`config.mk`:
```
export PLATFORM = sky130hd
export DESIGN_NAME = uart_tx_fifo
export DESIGN_NICKNAME = d
export VERILOG_FILES = /design/src/rtl/uart_fifo_pkg.sv /design/src/rtl/uart_fifo_ram.sv /design/src/rtl/uart_tx_fifo.sv
export SDC_FILE = /design/constraint.sdc
export NUM_CORES = 1
export LEC_CHECK = 0
export BUFFER_PORTS_ARGS = -buffer_cell sky130_fd_sc_hd__buf_2
export CAP_MARGIN = 20
export CORE_ASPECT_RATIO = 2
export CORE_MARGIN = 1.5
export CORE_UTILIZATION = 50
export CTS_CLUSTER_SIZE = 14
export DETAILED_ROUTE_END_ITERATION = 7
export PLACE_DENSITY = 0.75
export SKIP_LAST_GASP = 1
export SLEW_MARGIN = 0
export SYNTH_ARGS = -nofsm -noshare
export SYNTH_HDL_FRONTEND = slang
export SYNTH_SLANG_ARGS = --single-unit
```
`constraint.sdc`:
```
create_clock -name clk -period 3.5 [get_ports clk]
set_input_delay 0.35 -clock clk [delete_from_list [all_inputs] [get_ports clk]]
set_output_delay 0.35 -clock clk [all_outputs]
set_load 0.02 [all_outputs]
```
`src/rtl/uart_fifo_pkg.sv`:
```
// Shared constants for the UART transmit FIFO: default geometry and the
// IO-space bit/word indices used by the read mux and halt decode.
package uart_fifo_pkg;

    localparam int DW_DEFAULT    = 8;
    localparam int DEPTH_DEFAULT = 16;

    // Status-word bit that carries the FIFO full flag.
    localparam int UART_BUSY_BIT = 9;

    // IO word-address bit indices.
    localparam int UART_DATA_WORD = 1;
    localparam int UART_STAT_WORD = 2;
    localparam int HALT_WORD      = 3;

endpackage

```
`src/rtl/uart_fifo_ram.sv`:
```
// DEPTH x DW register array with two independent write ports and one
// asynchronous read port; the controller never aims both ports at one entry.
module uart_fifo_ram #(
    parameter int DEPTH = 16,
    parameter int DW    = 8,
    parameter int AW    = $clog2(DEPTH)
) (
    input  logic          clk,
    input  logic [AW-1:0] wa_addr,
    input  logic [DW-1:0] wa_data,
    input  logic          wa_en,
    input  logic [AW-1:0] wb_addr,
    input  logic [DW-1:0] wb_data,
    input  logic          wb_en,
    input  logic [AW-1:0] rd_addr,
    output logic [DW-1:0] rd_data
);

    logic [DW-1:0] mem [DEPTH];

    always_ff @(posedge clk) begin
        if (wa_en) mem[wa_addr] <= wa_data;
        if (wb_en) mem[wb_addr] <= wb_data;
    end

    assign rd_data = mem[rd_addr];

endmodule

```
`src/rtl/uart_tx_fifo.sv`:
```
// Dual-write transmit FIFO feeding the UART emitter; port a is ordered before port b.
// Optional sticky overflow flag built only when UART_FIFO_OVF_EN is defined.
module uart_tx_fifo
    import uart_fifo_pkg::*;
#(
    parameter int DEPTH = DEPTH_DEFAULT,
    parameter int DW    = DW_DEFAULT,
    parameter int AW    = $clog2(DEPTH),
    parameter int CW    = $clog2(DEPTH) + 1
) (
    input  logic          clk,
    input  logic          resetn,
    input  logic          a_wr,
    input  logic [DW-1:0] a_data,
    input  logic          b_wr,
    input  logic [DW-1:0] b_data,
    output logic [DW-1:0] tx_data,
    output logic          tx_valid,
    input  logic          tx_ready,
    output logic          full,
    output logic          empty,
    output logic [CW-1:0] count,
    output logic          ovf
);

    logic [AW-1:0] wr_ptr, rd_ptr;
    logic [CW-1:0] free;
    logic          a_ok, b_ok, pop;
    logic [DW-1:0] head;

    // Room is judged on the occupancy at the start of the cycle, so a pop
    // never makes space for a push in the same cycle.
    assign free = CW'(DEPTH) - count;
    assign a_ok = a_wr && (free >= CW'(1));
    assign b_ok = b_wr && (a_wr ? (free >= CW'(2)) : (free >= CW'(1)));

    // Handshake: tx_valid/tx_data are driven only from registered state and hold
    // until the rising edge where tx_valid & tx_ready, which retires the head.
    assign pop      = tx_valid && tx_ready;
    assign tx_valid = (count != '0);
    assign tx_data  = tx_valid ? head : '0;
    assign empty    = (count == '0);
    assign full     = (free < CW'(2));

    uart_fifo_ram #(
        .DEPTH (DEPTH),
        .DW    (DW),
        .AW    (AW)
    ) u_ram (
        .clk     (clk),
        .wa_addr (wr_ptr),
        .wa_data (a_data),
        .wa_en   (a_ok),
        .wb_addr (a_ok ? wr_ptr + AW'(1) : wr_ptr),
        .wb_data (b_data),
        .wb_en   (b_ok),
        .rd_addr (rd_ptr),
        .rd_data (head)
    );

    always_ff @(posedge clk or negedge resetn) begin
        if (!resetn) begin
            wr_ptr <= '0;
            rd_ptr <= '0;
            count  <= '0;
        end else begin
            wr_ptr <= wr_ptr + AW'(a_ok) + AW'(b_ok);
            rd_ptr <= rd_ptr + AW'(pop);
            count  <= count + CW'(a_ok) + CW'(b_ok) - CW'(pop);
        end
    end

`ifdef UART_FIFO_OVF_EN
    logic drop;
    logic ovf_q;

    assign drop = (a_wr && !a_ok) || (b_wr && !b_ok);

    always_ff @(posedge clk or negedge resetn) begin
        if (!resetn)   ovf_q <= 1'b0;
        else if (drop) ovf_q <= 1'b1;
    end

    assign ovf = ovf_q;
`else
    assign ovf = 1'b0;
`endif

endmodule

```
# Word-level counts from Yosys, hierarchy flattened
# Memory sizes are Yosys's and may differ from the RTL's.
# Index checks and enable logic that the tools add are counted.
# word_totals
reg_bits,13
wordCells,27
input_bits,21
ram_bits,128
out_inout_bits,17
mem_count,1
# classes
n_lt_le_gt_ge,3
mux,7
n_reduce_logical,5
addsub,8
# memory_table
memory,depth,width,rd,rd_ports_with_merged_regs,write_ports,line,source
u_ram.mem,16,8,1,0,2,uart_fifo_ram.sv:19,logic [DW-1:0] mem [DEPTH];
# ops
op,count
$add A4 B1 Y4,3
$add A5 B1 Y5,2
$mux W8,1
$ge A5 B1 Y1 const B,1
$ge A5 B2 Y1 const B,1
$logic_not A5 Y1,1
$lt A5 B2 Y1 const B,1
$mux W1,5
$reduce_bool A5 Y1,1
$sub A5 B1 Y5,1
$sub A5 B5 Y5 const A,1
$add A4 B1 Y4 const B,1
$mux W4,1
$logic_and A1 B1 Y1,3

# Logic depth before layout (Yosys ltp)
# logic_depth
depth_word,6
mapped_depth,19
ltp_nobuf,17

# Hierarchy
# From an unflattened synthesis, not the netlist that was laid out.
# hier_totals
hier_cells,488
area_unflattened_um2,7717.4
# modules_own_cells
module,instances,area_per_inst_um2,seq_area_each_um2,cells_per_inst
uart_fifo_ram,1,6766.5,3843.7,398
uart_tx_fifo,1,950.9,325.3,90

# Least setup slack after synthesis
# OpenSTA, ideal clock, no wires.
# synth_path
path_type,register to register
startpoint,register count[1]
endpoint,register count[4]
period_less_slack_ns,3.950
setup_ns,0.080
path_stages_with_launch,20
path_buffers,2
required_ns,3.420
arrival_ns,3.870
setup_slack_ns,-0.450
path_cell_list,dfrtp_1 > inv_1 > ha_1 > and2_1 > ha_1 > or2b_1 > or4_4 > o21a_1 > buf_6 > buf_8 > inv_1 > ha_1 > xnor2_1 > ha_1 > a21o_1 > fa_1 > nand2b_1 > a21oi_1 > nor2_1 > xnor2_1
# synth_between
elab_chain_cells,6
elab_cells_between_ends,11
classes_between,add/sub (4); order compare (2); mux (1); reduce/logical (4)
# synth_lines
item,line,source
from (decl),uart_tx_fifo.sv:22,"output logic [CW-1:0] count,"
from (signal assigned),uart_tx_fifo.sv:69,count <= count + CW'(a_ok) + CW'(b_ok) - CW'(pop);
$sub A5 B5 Y5,uart_tx_fifo.sv:33,assign free = CW'(DEPTH) - count;
$ge A5 B1 Y1 or $ge A5 B2 Y1 (tied branches),"uart_tx_fifo.sv:34, uart_tx_fifo.sv:35",
$logic_and A1 B1 Y1 or $mux W1 (tied branches),"uart_tx_fifo.sv:34, uart_tx_fifo.sv:35",
$add A5 B1 Y5 or $logic_and A1 B1 Y1 (tied branches),"uart_tx_fifo.sv:69, uart_tx_fifo.sv:35",
$add A5 B1 Y5,uart_tx_fifo.sv:69,
$sub A5 B1 Y5 *,uart_tx_fifo.sv:69,
# Mark *: on every way between the ends. The rest lies on a longest branch, timed or not.

# Worst setup path in the final report
# layout_path
startpoint,register count[2]
endpoint,register count[2]
# Same word-level chain as after synthesis.

==> run summary <==
Total Routing Usage GR -> 0.249
Post-synth top area share -> 0.489
Peak supply drop -> 627 uV
Post-DRT Antenna Nets -> 0
Routability cong. -> 0.949
CTS clk-pin slew, worst paths -> 60 ps
Placed Instances -> 752
First-pass GRT wire length -> 30.0 mm
Share of post-route cells with drive strength above 1 -> 0.535
Worst EP arrival -> 3780 ps
Clk_lat worst skew -> 420 ps
YS warnings -> 0
F_max -> 288 MHz
Wl on met1 -> 6.50 mm
Slew HR -> 0.527
Die width -> 91.7 um
Vias per std cell -> 6.13
Syn nets -> 550
Seq/Total Area, Yosys -> 0.530
Core area -> 0.0154 mm2
Commonest non-fill, non-tap cells in the layout -> 128 x edfxtp_1, 122 x mux2_2, 45 x buf_4, 40 x mux4_2, 36 x buf_2
CTS tree -> yes
Inserted Diodes -> 0
Hold WC Path Type -> in2async
Register bit count reported by yosys -> 141
1st-iter DRT viols -> 348
Cells after synthesis -> 509
Flop2flop setup slack -> 20 ps
Residual DRC -> 0
NumNets Final -> 620
Ys async rst share -> 0.0922
Skew final -> 8.78 ps
Drt first pass iters -> 5
Yosys cell types -> 42
Clk buf depth -> 2
Total congestion overflow -> 0
WL final -> 19.5 mm
Area Growth Syn to Fin -> 17.2%
Critical path endpoint category -> flip-flop
Setup WS post-layout -> 22.6 ps
Endpoints failing hold -> 0
Detailed Place HPWL -> 13.8 mm
Initial antenna violation count -> 0
Largest net degree at the start of global routing -> 35
Worst path required time -> 3800 ps
Htree depth -> 4
Die height -> 180 um
Unrepaired setup endpoints after global routing -> yes
Fillers -> 1,187
Mapped Area -> 0.00786 mm2
Met2 WL post-DR -> 11.6 mm
Most used flip-flop cell after synthesis -> edfxtp_1
Initial core utilization -> 0.511
Power Total -> 7.88 mW
Tcrit/Tclk final -> 0.994
DP Worst Slack -> -12.6 ps
Startpoint type of the worst setup path -> flip-flop
Root Buffer -> clkbuf_16
Vias in the first global route -> 5,242
Vias -> 4,839
Worst-path fanout max -> 3
Synth area leaders -> edfxtp_1 49%, mux2_2 17%, mux4_2 11%
Clk sinks -> 141
Post-synth top area cell -> edfxtp_1
PwrDens -> 855 mW/mm2
CTS Buf Count -> 17
Top Layer Used -> met4
Status -> finished clean
Post-synth EDFFs -> 128
Max-cap viol count -> 0
Row cnt -> 64
DIE AREA -> 0.0165 mm2
Tmin final -> 3480 ps
DR WL met3 -> 635 um
Slew @ Worst Pin -> 709 ps
Max-slew violation count -> 0
Setup CP Type -> reg2reg
Finished Layout Cells -> 790
Setup violators final -> 0
Wire per inst -> 24.7 um
Commonest non-fill, non-tap cell in the layout -> edfxtp_1
IO buf count -> 36
Top Ports -> 38
Leak -> 3.25 nW
Avg Inst Size Synth -> 15.4 um2
## flip-flops by register name, summed over array words and instances (netlist names)
register   cells
rd_ptr         4
u_ram.mem    128
count          5
wr_ptr         4
## critical path: stages, from the launching register on
cell     delay (ps)
dfrtp_2         360
inv_2            50
ha_2            180
and2_4          160
ha_4            270
or2b_1          230
or4_4           420
o21a_1          230
inv_4            70
ha_4            190
xnor2_1         130
ha_2            170
a21o_1          180
fa_2            350
buf_4           140
buf_4           130
xnor2_2         120
## layer usage
| metal | up-vias | global-route usage |
|---|---|---|
| li1 | 2148 | - |
| met1 | 2497 | 0.248 |
| met2 | 144 | 0.481 |
| met3 | 50 | 0.0422 |
| met4 | 0 | 0.121 |
| met5 | - | 0 |
## Yosys cell counts, types with 2 or more instances
| library cell | instances |
|---|---|
| a21oi_1 | 2 |
| clkbuf_1 | 16 |
| and2_1 | 10 |
| a31oi_1 | 2 |
| edfxtp_1 | 128 |
| o32ai_2 | 8 |
| buf_6 | 2 |
| inv_1 | 13 |
| a211oi_1 | 2 |
| nor3b_1 | 2 |
| o32ai_1 | 8 |
| nand3_1 | 5 |
| or2b_1 | 2 |
| mux2_1 | 6 |
| nand2_1 | 19 |
| buf_1 | 14 |
| a22oi_1 | 2 |
| ha_1 | 19 |
| nand2_2 | 9 |
| o21ai_0 | 20 |
| mux4_2 | 40 |
| a21o_1 | 2 |
| or2_2 | 2 |
| nor2b_1 | 4 |
| xnor2_1 | 10 |
| xor2_1 | 3 |
| buf_4 | 2 |
| dfrtp_1 | 13 |
| mux2_2 | 122 |
| nand2b_1 | 3 |
| nor2_1 | 8 |
## area by class of cell
| type | count | area, um2 | share of cell area |
|---|---|---|---|
| Inverter | 13 | 53.8 | 0.00584 |
| Clock inverter | 14 | 145 | 0.0158 |
| Tap cell | 198 | 248 | 0.0269 |
| Sequential cell | 141 | 4180 | 0.453 |
| Timing Repair Buffer | 87 | 628 | 0.0682 |
| Multi-Input combinational cell | 319 | 3530 | 0.384 |
| Clock buffer | 18 | 429 | 0.0466 |
## where the power goes
part,internal [mW],switching [mW]
registers,2.32,0.279
logic,1.70,1.82
clock network,1.05,0.713
## what timing repair did
action,CTS,global route
gates resized for setup,3,3
pin swaps,4,3
setup endpoints to repair,1,39
buffers inserted,3,2
hold buffers,1,0
hold endpoints to repair,13,0
## logic make-up after synthesis
group	synth area share
adders and majority gates	0.0328
other	0.000477
and+or+nand+nor	0.0453
buffers and inverters	0.0278
xor gates and xnor gates	0.0145
muxes	0.298
DFF	0.530
AOI/OAI and AO/OA	0.0511
## metrics by stage
| stage | util | hold WS [ps] | setup TNS [ps] | area (um2) |
|---|---|---|---|---|
| final | 0.599 | 362 | 0 | 9210 |
| after global routing | 0.599 | 379 | -196 | 9210 |
| after detailed placement | 0.556 | 262 | -12.6 | 8550 |
| after floorplan | - | 54.4 | -192 | 7900 |
| after CTS | 0.597 | 347 | -22.2 | 9170 |
| after global placement | 0.556 | 256 | 0 | 8550 |
## final timing paths
| kind | from | endpoint | depth (start not counted) |
|---|---|---|---|
| worst max-delay path | count[2] | count[2] | 16 |
| worst min-delay path | resetn | wr_ptr[3] | 2 |
| worst max register to register | count[2] | count[2] | 16 |
| worst min register to register | count[4] | count[4] | 2 |
| max in group asynchronous | resetn | rd_ptr[0] | 2 |
| min in group clk | a_data[0] | u_ram.mem[3][0] | 2 |
Power figures use the tool's default switching activity.
